===== config.mk =====
export PLATFORM = sky130hd
export DESIGN_NAME = toggle_event_decoder_flat
export DESIGN_NICKNAME = d
export VERILOG_FILES = /design/src/rtl/toggle_event_decoder_pkg.sv /design/src/rtl/toggle_event_decoder_if.sv /design/src/rtl/toggle_event_decoder_sync.sv /design/src/rtl/toggle_event_decoder.sv /design/src/flat_wrapper.sv
export SDC_FILE = /design/constraint.sdc
export NUM_CORES = 1
export LEC_CHECK = 0
export ABC_AREA = 1
export CAP_MARGIN = 15
export CORE_MARGIN = 4
export CORE_UTILIZATION = 30
export DETAILED_ROUTE_END_ITERATION = 10
export HOLD_SLACK_MARGIN = 0.02
export RECOVER_POWER = 50
export SYNTH_ARGS = -nofsm -noshare
export SYNTH_HDL_FRONTEND = slang
export SYNTH_SLANG_ARGS = --single-unit

===== constraint.sdc =====
create_clock -name clk -period 1.91 [get_ports clk]
set_clock_uncertainty 0.1 [all_clocks]
set_input_delay 0.2865 -clock clk [delete_from_list [all_inputs] [get_ports clk]]
set_output_delay 0.2865 -clock clk [all_outputs]
set_load 0.05 [all_outputs]

===== src/rtl/toggle_event_decoder_pkg.sv =====
// Shared constants and pending-state encoding for the toggle event decoder.
package toggle_event_pkg;

  localparam int unsigned DEPTH_DEFAULT = 8;
  localparam int unsigned CNT_W_DEFAULT = 8;
  localparam int unsigned PEND_W        = 4;

  typedef enum logic [1:0] {
    IDLE    = 2'd0,
    PENDING = 2'd1,
    FULL    = 2'd2
  } pend_state_e;

endpackage


===== src/rtl/toggle_event_decoder_if.sv =====
// Event/acknowledge bundle between a toggle sender, the decoder and its consumer.
interface toggle_event_decoder_if
  import toggle_event_pkg::*;
#(
  parameter int unsigned CNT_W = CNT_W_DEFAULT
);

  logic              tog_in;
  logic              ev_pulse;
  logic              ev_valid;
  logic              ev_ready;
  logic              ack_tog;
  logic [CNT_W-1:0]  ev_count;
  logic [PEND_W-1:0] pend;
  logic              overflow;

  modport master (
    output tog_in,
    output ev_ready,
    input  ev_pulse,
    input  ev_valid,
    input  ack_tog,
    input  ev_count,
    input  pend,
    input  overflow
  );

  modport slave (
    input  tog_in,
    input  ev_ready,
    output ev_pulse,
    output ev_valid,
    output ack_tog,
    output ev_count,
    output pend,
    output overflow
  );

endinterface


===== src/rtl/toggle_event_decoder_sync.sv =====
// Two-flop synchronizer plus history flop; det flags each level change of d_async.
module toggle_sync (
  input  logic clk,
  input  logic rst,
  input  logic d_async,
  output logic det
);

  logic s1_q;
  logic s2_q;
  logic s3_q;

  always_ff @(posedge clk) begin
    if (rst) begin
      s1_q <= 1'b0;
      s2_q <= 1'b0;
      s3_q <= 1'b0;
    end else begin
      s1_q <= d_async;
      s2_q <= s1_q;
      s3_q <= s2_q;
    end
  end

  assign det = s2_q ^ s3_q;

endmodule


===== src/rtl/toggle_event_decoder.sv =====
// Decodes toggle-encoded events into pulses, a pending-event queue count and a toggle acknowledge.
module toggle_event_decoder
  import toggle_event_pkg::*;
#(
  parameter int unsigned DEPTH = DEPTH_DEFAULT,
  parameter int unsigned CNT_W = CNT_W_DEFAULT
) (
  input logic                   clk,
  input logic                   rst,
  toggle_event_decoder_if.slave bus
);

  logic              det;
  logic              accept;
  pend_state_e       state;

  logic              pulse_q;
  logic [PEND_W-1:0] pend_q,  pend_d;
  logic              ovf_q,   ovf_d;
  logic              ack_q,   ack_d;
  logic [CNT_W-1:0]  cnt_q,   cnt_d;

  toggle_sync u_sync (
    .clk     (clk),
    .rst     (rst),
    .d_async (bus.tog_in),
    .det     (det)
  );

  assign accept = (pend_q != '0) && bus.ev_ready;

  always_comb begin
    if (pend_q == '0) begin
      state = IDLE;
    end else if (pend_q == PEND_W'(DEPTH)) begin
      state = FULL;
    end else begin
      state = PENDING;
    end
  end

  // A det coinciding with an accept leaves pend untouched, so FULL never drops in that case.
  always_comb begin
    pend_d = pend_q;
    ovf_d  = ovf_q;
    ack_d  = ack_q ^ accept;
    cnt_d  = cnt_q + CNT_W'(det);
    if (det && !accept) begin
      if (state == FULL) begin
        ovf_d = 1'b1;
      end else begin
        pend_d = pend_q + PEND_W'(1);
      end
    end else if (accept && !det) begin
      pend_d = pend_q - PEND_W'(1);
    end
  end

  always_ff @(posedge clk) begin
    if (rst) begin
      pulse_q <= 1'b0;
      pend_q  <= '0;
      ovf_q   <= 1'b0;
      ack_q   <= 1'b0;
      cnt_q   <= '0;
    end else begin
      pulse_q <= det;
      pend_q  <= pend_d;
      ovf_q   <= ovf_d;
      ack_q   <= ack_d;
      cnt_q   <= cnt_d;
    end
  end

  assign bus.ev_pulse = pulse_q;
  assign bus.ev_valid = (pend_q != '0);
  assign bus.ack_tog  = ack_q;
  assign bus.ev_count = cnt_q;
  assign bus.pend     = pend_q;
  assign bus.overflow = ovf_q;

endmodule

===== src/flat_wrapper.sv =====
// flat-port wrapper written by rule: the top's interface ports become plain ports
module toggle_event_decoder_flat import toggle_event_pkg::*;
#(
  parameter int unsigned DEPTH = DEPTH_DEFAULT,
  parameter int unsigned CNT_W = CNT_W_DEFAULT
)
  (clk, rst, bus_tog_in, bus_ev_ready, bus_ev_pulse, bus_ev_valid, bus_ack_tog, bus_ev_count, bus_pend, bus_overflow);
  toggle_event_decoder_if #(.CNT_W(CNT_W)) bus_i ();
  input logic clk;
  input logic rst;
  input wire logic [$bits(bus_i.tog_in)-1:0] bus_tog_in;
  input wire logic [$bits(bus_i.ev_ready)-1:0] bus_ev_ready;
  output wire logic [$bits(bus_i.ev_pulse)-1:0] bus_ev_pulse;
  output wire logic [$bits(bus_i.ev_valid)-1:0] bus_ev_valid;
  output wire logic [$bits(bus_i.ack_tog)-1:0] bus_ack_tog;
  output wire logic [$bits(bus_i.ev_count)-1:0] bus_ev_count;
  output wire logic [$bits(bus_i.pend)-1:0] bus_pend;
  output wire logic [$bits(bus_i.overflow)-1:0] bus_overflow;
  assign bus_i.tog_in = bus_tog_in;
  assign bus_i.ev_ready = bus_ev_ready;
  assign bus_ev_pulse = bus_i.ev_pulse;
  assign bus_ev_valid = bus_i.ev_valid;
  assign bus_ack_tog = bus_i.ack_tog;
  assign bus_ev_count = bus_i.ev_count;
  assign bus_pend = bus_i.pend;
  assign bus_overflow = bus_i.overflow;
  toggle_event_decoder #(.DEPTH(DEPTH), .CNT_W(CNT_W)) u_core (.clk(clk), .rst(rst), .bus(bus_i));
endmodule

==> summary.txt <==
Floorplan
  – Cell Rows: 18
  – Total Die Area: 3680 um^2
  – DIE WIDTH: 60.6 um
  – Num ports: 20
  – Core area: 2570 um^2
  – Die Height: 60.6 um
  – Initial Util: roughly a third

Critical path
  – Startpoint Class: register
  – Critical setup path kind: reg -> out
  – CP cell instances: clkdlybuf4s50_1
  – Worst EP required: 1520 ps
  – Worst path bufs/invs: 1
  – Critical path arrival: 1450 ps
  – CP peak stage delay: 810 ps
  – Critical path endpoint category: primary output
  – CP max FO: 2
  – Slowest-stage cell, CP: clkdlybuf4s50_1
  – Delay-heaviest family, CP: buffers and inverters

Synth
  – XOR/XNOR Fraction of Synth Area: 3.16%
  – Main combinational cell family by area after synthesis: simple AND/OR/NAND/NOR gates
  – Syn. warnings: 0
  – Top cells by area, synth: dfxtp_1, nor2_1, ha_1
  – Post-Synth Adder-Cell Area: 8.43%
  – Synth Cell Area: 831 um^2
  – Top cell type by total area after synthesis: dfxtp_1
  – Mux share of post-synthesis cell area: 0%
  – Post-Synth Simple-Gate Area: slightly above 30%
  – Syn_area_per_cell: slightly below 8 um^2
  – Synth unique cells: 20
  – Synth Area in Compound Gates: under 10%
  – Gate Count Post-Synth: 107
  – Synth Net Count: 116
  – Yosys top cell area share: 43.4%
  – Sequential-to-total area share from yosys stat: 43.4%
  – Seq cells post-synth: 18

GRT
  – Met2 Resource Use GR: a little under a fifth
  – Initial antenna violation count: 0
  – Vias in the first global route: 677
  – GRT met3 Usage: under 10%
  – Most Used Layer, Global Route: met2
  – Largest net degree at the start of global routing: 11
  – GR Overflow Total: 0
  – Overall Global Routing Usage: 11.2%
  – First-pass GRT wire length: 2.99 mm
  – GR Layer Usage met1: 13.3%

Detailed routing
  – DRT antenna net count: 0
  – 1st-iter DRT viols: 7
  – Drt first pass iters: 4
  – Vias: 737
  – # DRC: 0
  – Post-DR wirelength/cell: roughly 11 um
  – WL final: 1.77 mm
  – Via density: 4.52

CTS
  – Number of CTS-inserted buffers: 3
  – Clk sinks: 18
  – Clock Latency Late Sink: ~300 ps
  – CTS H-tree depth: 1
  – Root cell of the clock tree: clkbuf_4
  – CTS tree: done
  – Longest Clk Path Bufs: 2
  – Clock Pin Slew Worst Setup and Hold Paths: 100 ps

Timing
  – FMAX: 543 MHz
  – Final hold slack: 310 ps
  – Slew Limit Fails: 0
  – Final setup fails: 0
  – Worst-margin pin slew: 595 ps
  – Fin. Hold Viols: 0
  – Final Critical Period: 1840 ps
  – Final worst-path cycle share: a little over nine tenths
  – Relative slew slack: ~60%
  – RSZ-0062 raised after global routing: yes

Finish
  – Multi-input logic area: approximately 450 um^2
  – Final Net Count: 143
  – Post-layout util: approximately 44%
  – Antenna cells: 0
  – Fillers: 274
  – Register area: roughly 380 um^2
  – Layout area overhead: 36.9%
  – Share of cells above drive strength 1: approximately 22%

Placed design
  – Final GP Congestion: about 0.7
  – Dpl hpwl: ~1.4 mm
  – Port Buf Inserts: 19

Run status
  – Outcome: finished, final reports clean

Job
  – Max-cap violations: 0

Power and ir drop
  – Worst vdd ir: 0.866 mV
  – Leak Pwr: 0.000519 uW
  – Power per cell area: 1340 nW/um^2

Worst hold path
  – Hold WC Path Type: reg -> reg
## per-stage QoR
| step | worst slack [ps] | TNS (ps) | area, um^2 | total power, uW | cells |
|---|---|---|---|---|---|
| 4_1_cts | 3.71 | 0 | 1150 | 1560 | 163 |
| 3_5_place_dp | -82.5 | -118 | 1110 | 1310 | 159 |
| 6_report | 69.0 | 0 | 1140 | 1530 | 163 |
| 2_1_floorplan | 27.1 | 0 | 881 | 1100 | 107 |
| 3_3_place_gp | -7.15 | -7.15 | 1110 | 1290 | 159 |
| 5_1_grt | -27.4 | -27.4 | 1140 | 1640 | 163 |
## worst min-delay path: stages (launching register included)
cell	delay (ps)
dfxtp_1	310
inv_1	40
nor2_1	30
## state kept, by name, indices dropped and copies added (netlist names)
register             cells
u_core.bus.overflow      1
u_core.u_sync.s2_q       1
u_core.u_sync.s3_q       1
u_core.bus.ev_count      8
u_core.bus.ev_pulse      1
u_core.bus.ack_tog       1
u_core.u_sync.s1_q       1
u_core.bus.pend          4
## where the power goes
group,internal [uW],switching (uW),leakage (uW)
registers,445,82.4,0.000149
clock network,116,120,0.0000210
logic,269,494,0.000348
total,831,696,0.000519
## layout by cell type, fill, tap and decap left out
cell type / instances
ha_1: 3
o21ai_0: 5
clkdlybuf4s50_1: 7
nor2_1: 21
inv_2: 2
buf_4: 5
clkbuf_4: 3
xnor2_1: 1
nand3_1: 5
fa_1: 1
nand2_2: 4
nand2_1: 13
dfxtp_4: 4
or2_1: 1
xor2_1: 2
dlygate4sd3_1: 1
nand4_1: 1
o21a_1: 1
ha_4: 1
a21oi_1: 5
nand2_4: 4
dlymetal6s2s_1: 3
nor2_4: 2
nand3_2: 2
dfxtp_1: 14
clkbuf_8: 1
clkbuf_1: 7
nor2_2: 1
inv_1: 13
## cells in the mapped netlist
cell type  number
nor2_2          2
dfxtp_1        18
nand2_2         6
nand2_1        13
ha_1            4
inv_1          13
nor2_1         22
o21ai_0         5
nand2_4         2
nand4_1         1
inv_2           2
xnor2_1         1
o21a_1          1
nand3_2         1
fa_1            1
or2_1           1
a21oi_1         5
xor2_1          2
clkbuf_1        1
nand3_1         6
## final timing paths
path / start / end / slack (ps) / depth (start not counted)
setup / recovery: u_core.bus.ev_count[0]$_SDFF_PP0_ / bus_ev_count[0] / 70 / 1
hold / removal: u_core.u_sync.s1_q$_SDFF_PP0_ / u_core.u_sync.s2_q$_SDFF_PP0_ / 310 / 2
setup reg to reg: u_core.bus.pend[1]$_SDFFE_PP0P_ / u_core.bus.pend[3]$_SDFFE_PP0P_ / 140 / 13
hold reg to reg: u_core.u_sync.s1_q$_SDFF_PP0_ / u_core.u_sync.s2_q$_SDFF_PP0_ / 310 / 2
## final cells by class
cell class | instances | area share (%)
well taps | 30 | 3.30
repair buffers | 23 | 16.0
inverters | 15 | 4.95
multi-input cells | 73 | 39.6
clock buffers | 4 | 3.19
flip-flops and latches | 18 | 33.0
## logic make-up (layout without fill, tap and decap cells)
| group | count (synthesis) | in the layout |
|---|---|---|
| simple gates | 54 | 54 |
| flops | 18 | 18 |
| buf+inv | 16 | 42 |
| compound gates | 11 | 11 |
| fa+ha+maj | 5 | 5 |
| xor+xnor | 3 | 3 |
## what timing repair did
item,CTS,global route
setup buffers,0,0
setup endpoints to repair,0,4
gates resized for setup,0,4
hold buffers,0,0
## per-layer routing
metal | wire length, um | up-vias
li1 | - | 386
met1 | 765 | 328
met2 | 848 | 19
met3 | 132 | 4
met4 | 25 | 0
met5 | 0 | -
(Power assumes the default switching activity.)
==> variant (config.mk and constraints unchanged) <==
Set the package constant `PEND_W` to 5 (it was 4).
--- a/src/rtl/toggle_event_decoder_pkg.sv
+++ b/src/rtl/toggle_event_decoder_pkg.sv
@@ -4,5 +4,5 @@
   localparam int unsigned DEPTH_DEFAULT = 8;
   localparam int unsigned CNT_W_DEFAULT = 8;
-  localparam int unsigned PEND_W        = 4;
+  localparam int unsigned PEND_W        = 5;
 
   typedef enum logic [1:0] {
Interface: changed (resized bus_pend); port bits go from 20 to 21. No check against the original RTL was run, so the function may have changed too.
==> variant against the unedited design <==
Sequential share of layout area decreased by 3.4 points; setup slack worse by 0.0046 ns; cell area increased by 19%; sequential cell count is 1 higher; via count up 11%; clock power decreased by 7%; total power is 36% higher; core utilization grew 3.1 points; sequential power up 5.1%; routed wire length rose by 14%; synthesized area is 11% higher; register-to-register slack lost 0.08 ns; worst hold slack better by 0.0053 ns; largest cell class unchanged; highest routed layer is now met3.
==> variant: results <==
[worst_setup_path]
cp_max_fo = 5
reg2reg_to = "u_core.bus.pend[4]"
slowest_stage = "dfxtp_2"
slowest_delay_ns = 0.36
crit_arrival_ns = 1.95
worstSetupStartpoint = "u_core.u_sync.s2_q"

[detailed_routing]
vias = 820
drt_iter0_drc = 39
wl_per_cell_um = 11.0

[global_routing]
grt_max_degree = 13
grtUsageTotal_pct = 10.2
grt_pass1_vias = 782
grt_pass1_wl_um = 3260

[placement]
port-buffer-count = 20
gp_congestion = 0.715
dpl.hpwl_um = 1580
pre_cts_slack_ns = -0.192
placed_cell_area_sq_um = 1280

[floorplanning]
num_rows = 19

[layout]
multi_input_comb_cells = 74
signal_buffer_area_fraction_pct = 21.2
fin_nets = 164
clk_share_pct = 2.13
instances_no_fill = 183
multi_input_area_share_pct = 38.7
n_all_buffers = 35
fillers = 276
inv_count = 20
seq_cell_count = 19
multiInputGateArea_sq_um = 523

[yosys]
synth-xor-area-share_pct = 5.68
ys_seq_area_share_pct = 41.1
synthDistinctLibCells = 22
synthTopCellsByCount = "19 x dfxtp_1, 18 x inv_1, 18 x nor2_1"
netlist_top_cells_area = "dfxtp_1 41%, ha_1 8.1%, inv_1 7.3%, nor2_1 7.3%, a21oi_1 4.9%"
synth_nets = 125
syn_inst = 114
synth_fa_ha_area_share_pct = 10.3

[timing]
period_needed_ns = 1.85
whs_ns = 0.315
worst_slack_ns = 0.0645

[run_status]
outcome = "complete, no violations"

[pwr]
vdd_ir_drop_max_mv = 0.656
p_leak_nw = 0.641
p_sw_mw = 0.966

[clock_network]
root_buffer = "clkbuf_4"
cts.clk_slew.worst_paths_ns = 0.13
==> variant: cell types whose count changed after synthesis, moves of 2 or more <==
cell and change:
nor2_1 -4, nand2_1 -4, o21ai_0 -2, a21oi_1 +4, inv_1 +5, ha_1 +2, nand2_2 -3, o21ai_1 +4
xnor2_1 +3
==> variant: layer usage <==
| layer | vias up | wire length, um | track usage (%) |
|---|---|---|---|
| li1 | 432 | - | - |
| met1 | 370 | 852 | 11.0 |
| met2 | 18 | 1010 | 18.0 |
| met3 | 0 | 151 | 5.68 |
| met4 | 0 | 0 | 0.809 |
| met5 | - | 0 | 0 |
==> variant: power by group through the flow <==
stage	logic [mW]	clock network [mW]	registers, mW
CTS	1.27	0.222	0.557
detailed placement	1.25	0	0.565
global placement	1.24	0	0.562
finish	1.30	0.219	0.554
global route	1.41	0.245	0.567
floorplan	0.595	0	0.813
==> variant: timing repair <==
action	CTS	global route
pin swaps	1	8
endpoints found under the hold margin	0	0
gates resized for setup	1	8
buffers inserted	0	2
setup endpoints to repair	1	6
